### src/rtl/uart_receiver.sv
// uart_receiver: 8N1 UART receiver, LSB first, line idles high.
// The rx line is brought in through a two-flop synchroniser. A low level seen in idle
// starts a frame. The start bit is re-checked at mid-bit, and every later bit is sampled
// one bit period after the previous sample.
//
// Ports:
//   CLK           system clock, rising edge
//   reset_n       asynchronous active-low reset
//   rx_serial     asynchronous serial input, idles high
//   rx_data       last correctly received byte, held until the next good frame
//   rx_valid      one-cycle strobe, rx_data is new in the same cycle
//   framing_error one-cycle strobe, stop bit sampled low
//   busy          high whenever the receiver is not idle
module uart_receiver #(
   parameter int unsigned CLKS_PER_BIT = 4
) (
   input  logic       CLK,
   input  logic       reset_n,
   input  logic       rx_serial,
   output logic [7:0] rx_data,
   output logic       rx_valid,
   output logic       framing_error,
   output logic       busy
);

   // Terminal counts. The counter starts at 0 on the edge after a sample point.
   localparam logic [15:0] HalfM1 = 16'(CLKS_PER_BIT / 2 - 1);
   localparam logic [15:0] BitM1  = 16'(CLKS_PER_BIT - 1);

   typedef enum logic [2:0] {
      StIdle,
      StStart,
      StData,
      StStop,
      StWaitIdle
   } state_e;

   state_e      state_q, state_d;
   logic [15:0] cnt_q, cnt_d;
   logic [2:0]  idx_q, idx_d;
   logic [7:0]  shift_q, shift_d;
   logic [7:0]  data_q, data_d;
   logic        valid_q, valid_d;
   logic        ferr_q, ferr_d;
   logic        sync1_q, sync2_q;
   logic        rx_sync;

   // The synchroniser resets to the idle level so that release from reset is not a start.
   always_ff @(posedge CLK or negedge reset_n) begin
      if (!reset_n) begin
         sync1_q <= 1'b1;
         sync2_q <= 1'b1;
      end else begin
         sync1_q <= rx_serial;
         sync2_q <= sync1_q;
      end
   end

   assign rx_sync = sync2_q;

   always_comb begin
      state_d = state_q;
      cnt_d   = cnt_q;
      idx_d   = idx_q;
      shift_d = shift_q;
      data_d  = data_q;
      valid_d = 1'b0;
      ferr_d  = 1'b0;
      case (state_q)
         StIdle: begin
            cnt_d = '0;
            idx_d = '0;
            if (!rx_sync) state_d = StStart;
         end
         StStart: begin
            if (cnt_q == HalfM1) begin
               cnt_d   = '0;
               idx_d   = '0;
               // A start bit that is high again at mid-bit was a glitch.
               state_d = rx_sync ? StIdle : StData;
            end else begin
               cnt_d = cnt_q + 16'd1;
            end
         end
         StData: begin
            if (cnt_q == BitM1) begin
               cnt_d          = '0;
               shift_d[idx_q] = rx_sync;
               if (idx_q == 3'd7) state_d = StStop;
               else               idx_d   = idx_q + 3'd1;
            end else begin
               cnt_d = cnt_q + 16'd1;
            end
         end
         StStop: begin
            if (cnt_q == BitM1) begin
               cnt_d = '0;
               if (rx_sync) begin
                  // Idle is re-entered at mid-stop-bit so that a back-to-back start is caught.
                  data_d  = shift_q;
                  valid_d = 1'b1;
                  state_d = StIdle;
               end else begin
                  ferr_d  = 1'b1;
                  state_d = StWaitIdle;
               end
            end else begin
               cnt_d = cnt_q + 16'd1;
            end
         end
         StWaitIdle: begin
            // A held-low (break) line must not retrigger a frame on every bit period.
            if (rx_sync) state_d = StIdle;
         end
         default: state_d = StIdle;
      endcase
   end

   always_ff @(posedge CLK or negedge reset_n) begin
      if (!reset_n) begin
         state_q <= StIdle;
         cnt_q   <= '0;
         idx_q   <= '0;
         shift_q <= '0;
         data_q  <= '0;
         valid_q <= 1'b0;
         ferr_q  <= 1'b0;
      end else begin
         state_q <= state_d;
         cnt_q   <= cnt_d;
         idx_q   <= idx_d;
         shift_q <= shift_d;
         data_q  <= data_d;
         valid_q <= valid_d;
         ferr_q  <= ferr_d;
      end
   end

   assign rx_data       = data_q;
   assign rx_valid      = valid_q;
   assign framing_error = ferr_q;
   assign busy          = (state_q != StIdle);

endmodule

### config.mk
export PLATFORM = sky130hd
export DESIGN_NAME = uart_receiver
export DESIGN_NICKNAME = d
export VERILOG_FILES = /design/src/rtl/uart_receiver.sv
export SDC_FILE = /design/constraint.sdc
export NUM_CORES = 1
export LEC_CHECK = 0
export ABC_AREA = 1
export CAP_MARGIN = 20
export CORE_MARGIN = 1
export CORE_UTILIZATION = 29
export DETAILED_ROUTE_END_ITERATION = 6
export GPL_TIMING_DRIVEN = 1
export PLACE_DENSITY = 0.44
export SETUP_SLACK_MARGIN = 0.2
export SLEW_MARGIN = 0
export SYNTH_ARGS = -nofsm -noshare
export SYNTH_HDL_FRONTEND = slang
export SYNTH_SLANG_ARGS = --single-unit
### constraint.sdc
create_clock -name CLK -period 1.6 [get_ports CLK]
set_input_delay 0.32 -clock CLK [delete_from_list [all_inputs] [get_ports CLK]]
set_output_delay 0.32 -clock CLK [all_outputs]
set_load 0.02 [all_outputs]
==> results by group <==
Status
  – Status: finished clean

Synth
  – Area contributors post-synth: dfrtp_1 (46%), nand2_1 (16%), nor2_1 (6.9%), inv_1 (4.1%), nand3_1 (3.9%)
  – Leading area contributor after synthesis: dfrtp_1
  – Gate Count Post-Synth: 279
  – Synthesized area per cell: 7.83 um2
  – Yosys cell types: 24
  – Top-count cell post-synth: nand2_1
  – Post-synth ARST share: 100%
  – Yosys top cell area share: 45.8%
  – YS warnings: 0
  – Main synth FF type: dfrtp_1
  – Sequential area share after synthesis: 48.3%
  – Area of the mapped netlist: 0.00218 mm2
  – Top post-synthesis cells by count: nand2_1 (95), dfrtp_1 (40), nor2_1 (40), inv_1 (24), nand3_1 (17)
  – Synth Register Bits: 42
  – Post-synth EDFFs: 0
  – Syn Nets: 286

Drt
  – DR DRC count: 0
  – Routed length per instance: 12.1 um
  – First-pass DRT Iterations: 4
  – WL met1: 2660 um
  – Detail Route met3 WL: 120 um
  – Uppermost layer routed: met4
  – Antenna-violating nets left: 0
  – Via-to-Cell Ratio: 4.41
  – WL final: 5440 um
  – Via Count: 1,982
  – Metal2 WL: 2600 um
  – 1st-iter DRT viols: 59

Timing
  – Worst slew pin tran: 0.422 ns
  – Post-route setup slack: 0.0281 ns
  – Post-route clock period utilization: 98.2%
  – Headroom to the max-slew limit: 71.5%
  – Setup TNS: 0 ns
  – Fin crit period: 1.57 ns
  – Endpoints failing setup: 0
  – Final number of hold-violating endpoints: 0
  – FMAX: 636 MHz
  – Clock Skew: 0.00850 ns
  – Final Max Tran Viols: 0
  – RSZ-0062 raised after global routing: yes

Die
  – Total core area: 0.00725 mm2
  – Die Y: 88.8 um
  – Die width: 88.8 um
  – Io pins: 14
  – Rows: 31
  – Die Footprint: 0.00788 mm2
  – Starting Density: 30.1%

Cells and area
  – Antenna cells: 0
  – Share of cells above drive strength 1: 39.7%
  – Area grow syn2layout: 49.0%
  – Final core occ: 44.9%
  – Number of fill cells in the layout: 732
  – Nets: 356

Power
  – Sequential Power Share: 32.5%
  – Sw Ratio: 39.9%
  – Leakage: 0.00154 uW
  – NetSw: 1520 uW
  – Post-layout power: 3810 uW
  – PwrDens: 1170 mW/mm2
  – Cell Int Power: 2290 uW
  – Comb pwr share: 48.4%
  – Clock Power Share: 19.1%
  – Max VDD drop: 691 uV

Setup path
  – Crit path from: cnt_q[0]$_DFFE_PN0P_
  – Crit path max fanout: 4
  – Worst Path Required: 1.79 ns
  – Reg2Reg Launch Point: cnt_q[0]$_DFFE_PN0P_
  – CP Capture Type: flip-flop
  – Arr. time, crit path: 1.76 ns
  – Kind of critical path: reg2reg
  – Crit path launch type: flip-flop

Flow run
  – Max-cap viol count: 0

CTS
  – CTS Buf Count: 5
  – Clock Path Buffers: 2
  – Root buffer selected by CTS: clkbuf_8
  – Insertion delay to the later sink of the worst-skew pair: 0.30 ns
  – H-Tree Depth: 2
  – Reg clk slew, reported paths: 0.09 ns
  – CTS tree: yes
  – Clk sinks: 42

GRT
  – Vias in the first global route: 1,876
  – Total track usage: 14.9%
  – Initial antenna violation count: 0
  – Total gr overflow: 0
  – Maximum number of pins on one net before global-route repair: 27
  – First-pass GRT wire length: 8890 um

Place
  – Detail Placement HPWL: 3630 um
  – Placement Setup Slack: 0.0499 ns
  – RePlAce Congestion: 0.783
  – I/O Buffers: 13

Min path
  – Hold Path Class: reg2reg
  – Hold Crit Start: sync1_q$_DFF_PN1_
[registers in the layout, summed over array words and instances, names as in the netlist]
register / count
cnt_q: 16
framing_error: 1
idx_q: 3
rx_data: 8
rx_sync: 1
rx_valid: 1
shift_q: 8
state_q: 3
sync1_q: 1
[final timing paths]
check	end	slack, ns	cells after the start
hold / removal	rx_sync$_DFF_PN1_	0.36	0
max in group asynchronous	cnt_q[3]$_DFFE_PN0P_	0.64	3
setup reg to reg	idx_q[2]$_DFFE_PN0P_	0.03	12
hold reg to reg	rx_sync$_DFF_PN1_	0.36	0
min in group asynchronous	rx_data[0]$_DFFE_PN0P_	0.48	2
setup / recovery	idx_q[2]$_DFFE_PN0P_	0.03	12
[critical path, cell delays in order, from the launching register on]
cell,delay [ns]
dfrtp_1,0.43
buf_6,0.13
buf_6,0.11
ha_4,0.15
nand2_2,0.08
nor2_4,0.05
nand2_4,0.06
nand2_4,0.06
nand2_2,0.11
inv_4,0.06
buf_4,0.12
nand3b_1,0.07
nand2_1,0.05
[what timing repair did]
item | CTS | global route
resized for setup | 77 | 35
hold endpoints to repair | 14 | 0
pin swaps | 32 | 13
hold buffers | 1 | 0
setup endpoints to repair | 47 | 40
cloned | 1 | 1
setup buffers | 16 | 8
[placed cells by master (no fill, tap or decap), drive strengths merged, types with 2 or more instances in the layout]
cell and count:
a31o 2, buf 53, clkbuf 5, dfrtp 40
dfstp 2, dlygate4sd2 10, ha 4, inv 28
nand2 96, nand3 17, nand3b 2, nand4 3
nor2 49, nor3 6, o21ai 19, xnor2 2
xor2 7
[logic make-up (layout without fill, tap and decap cells)]
group	Yosys count	after routing	share of synthesized area, %
AOI/OAI and AO/OA	21	21	5.33
buffers and inverters	30	100	5.27
xor gates and xnor gates	9	9	3.61
DFF	42	42	48.3
adders and majority gates	4	4	2.29
and+or+nand+nor	173	174	35.2
[stage by stage]
step           instances  area (um2)  hold slack, ns
2_1_floorplan        279        2200          0.0244
6_report             449        3250           0.360
3_5_place_dp         414        2650           0.281
4_1_cts              440        3090           0.363
3_3_place_gp         414        2650           0.286
5_1_grt              449        3250           0.367
[power groups by stage]
stage	Clock, uW	Sequential [uW]	Combinational, uW
finish	727	1240	1840
global route	794	1240	2000
CTS	763	1220	1580
detailed placement	0	1250	1140
global placement	0	1240	1140
floorplan	0	1280	648
[routing by layer]
| layer | up-vias | global-route usage (%) |
|---|---|---|
| met4 | 0 | 3.96 |
| met1 | 936 | 20.8 |
| met5 | - | 0 |
| met3 | 4 | 2.61 |
| met2 | 21 | 23.7 |
| li1 | 1021 | - |
[cell type report]
class                      instances  area, um2  area share, %
inverter                          27        109           3.35
sequential                        42       1060           32.5
timing repair buffer              65        574           17.7
tap                               99        124           3.81
clock inverter                     3       25.0          0.769
clock buffer                       5       68.8           2.12
multi-input combinational        208       1300           39.8
No activity file was read; power rests on OpenSTA's default activity.
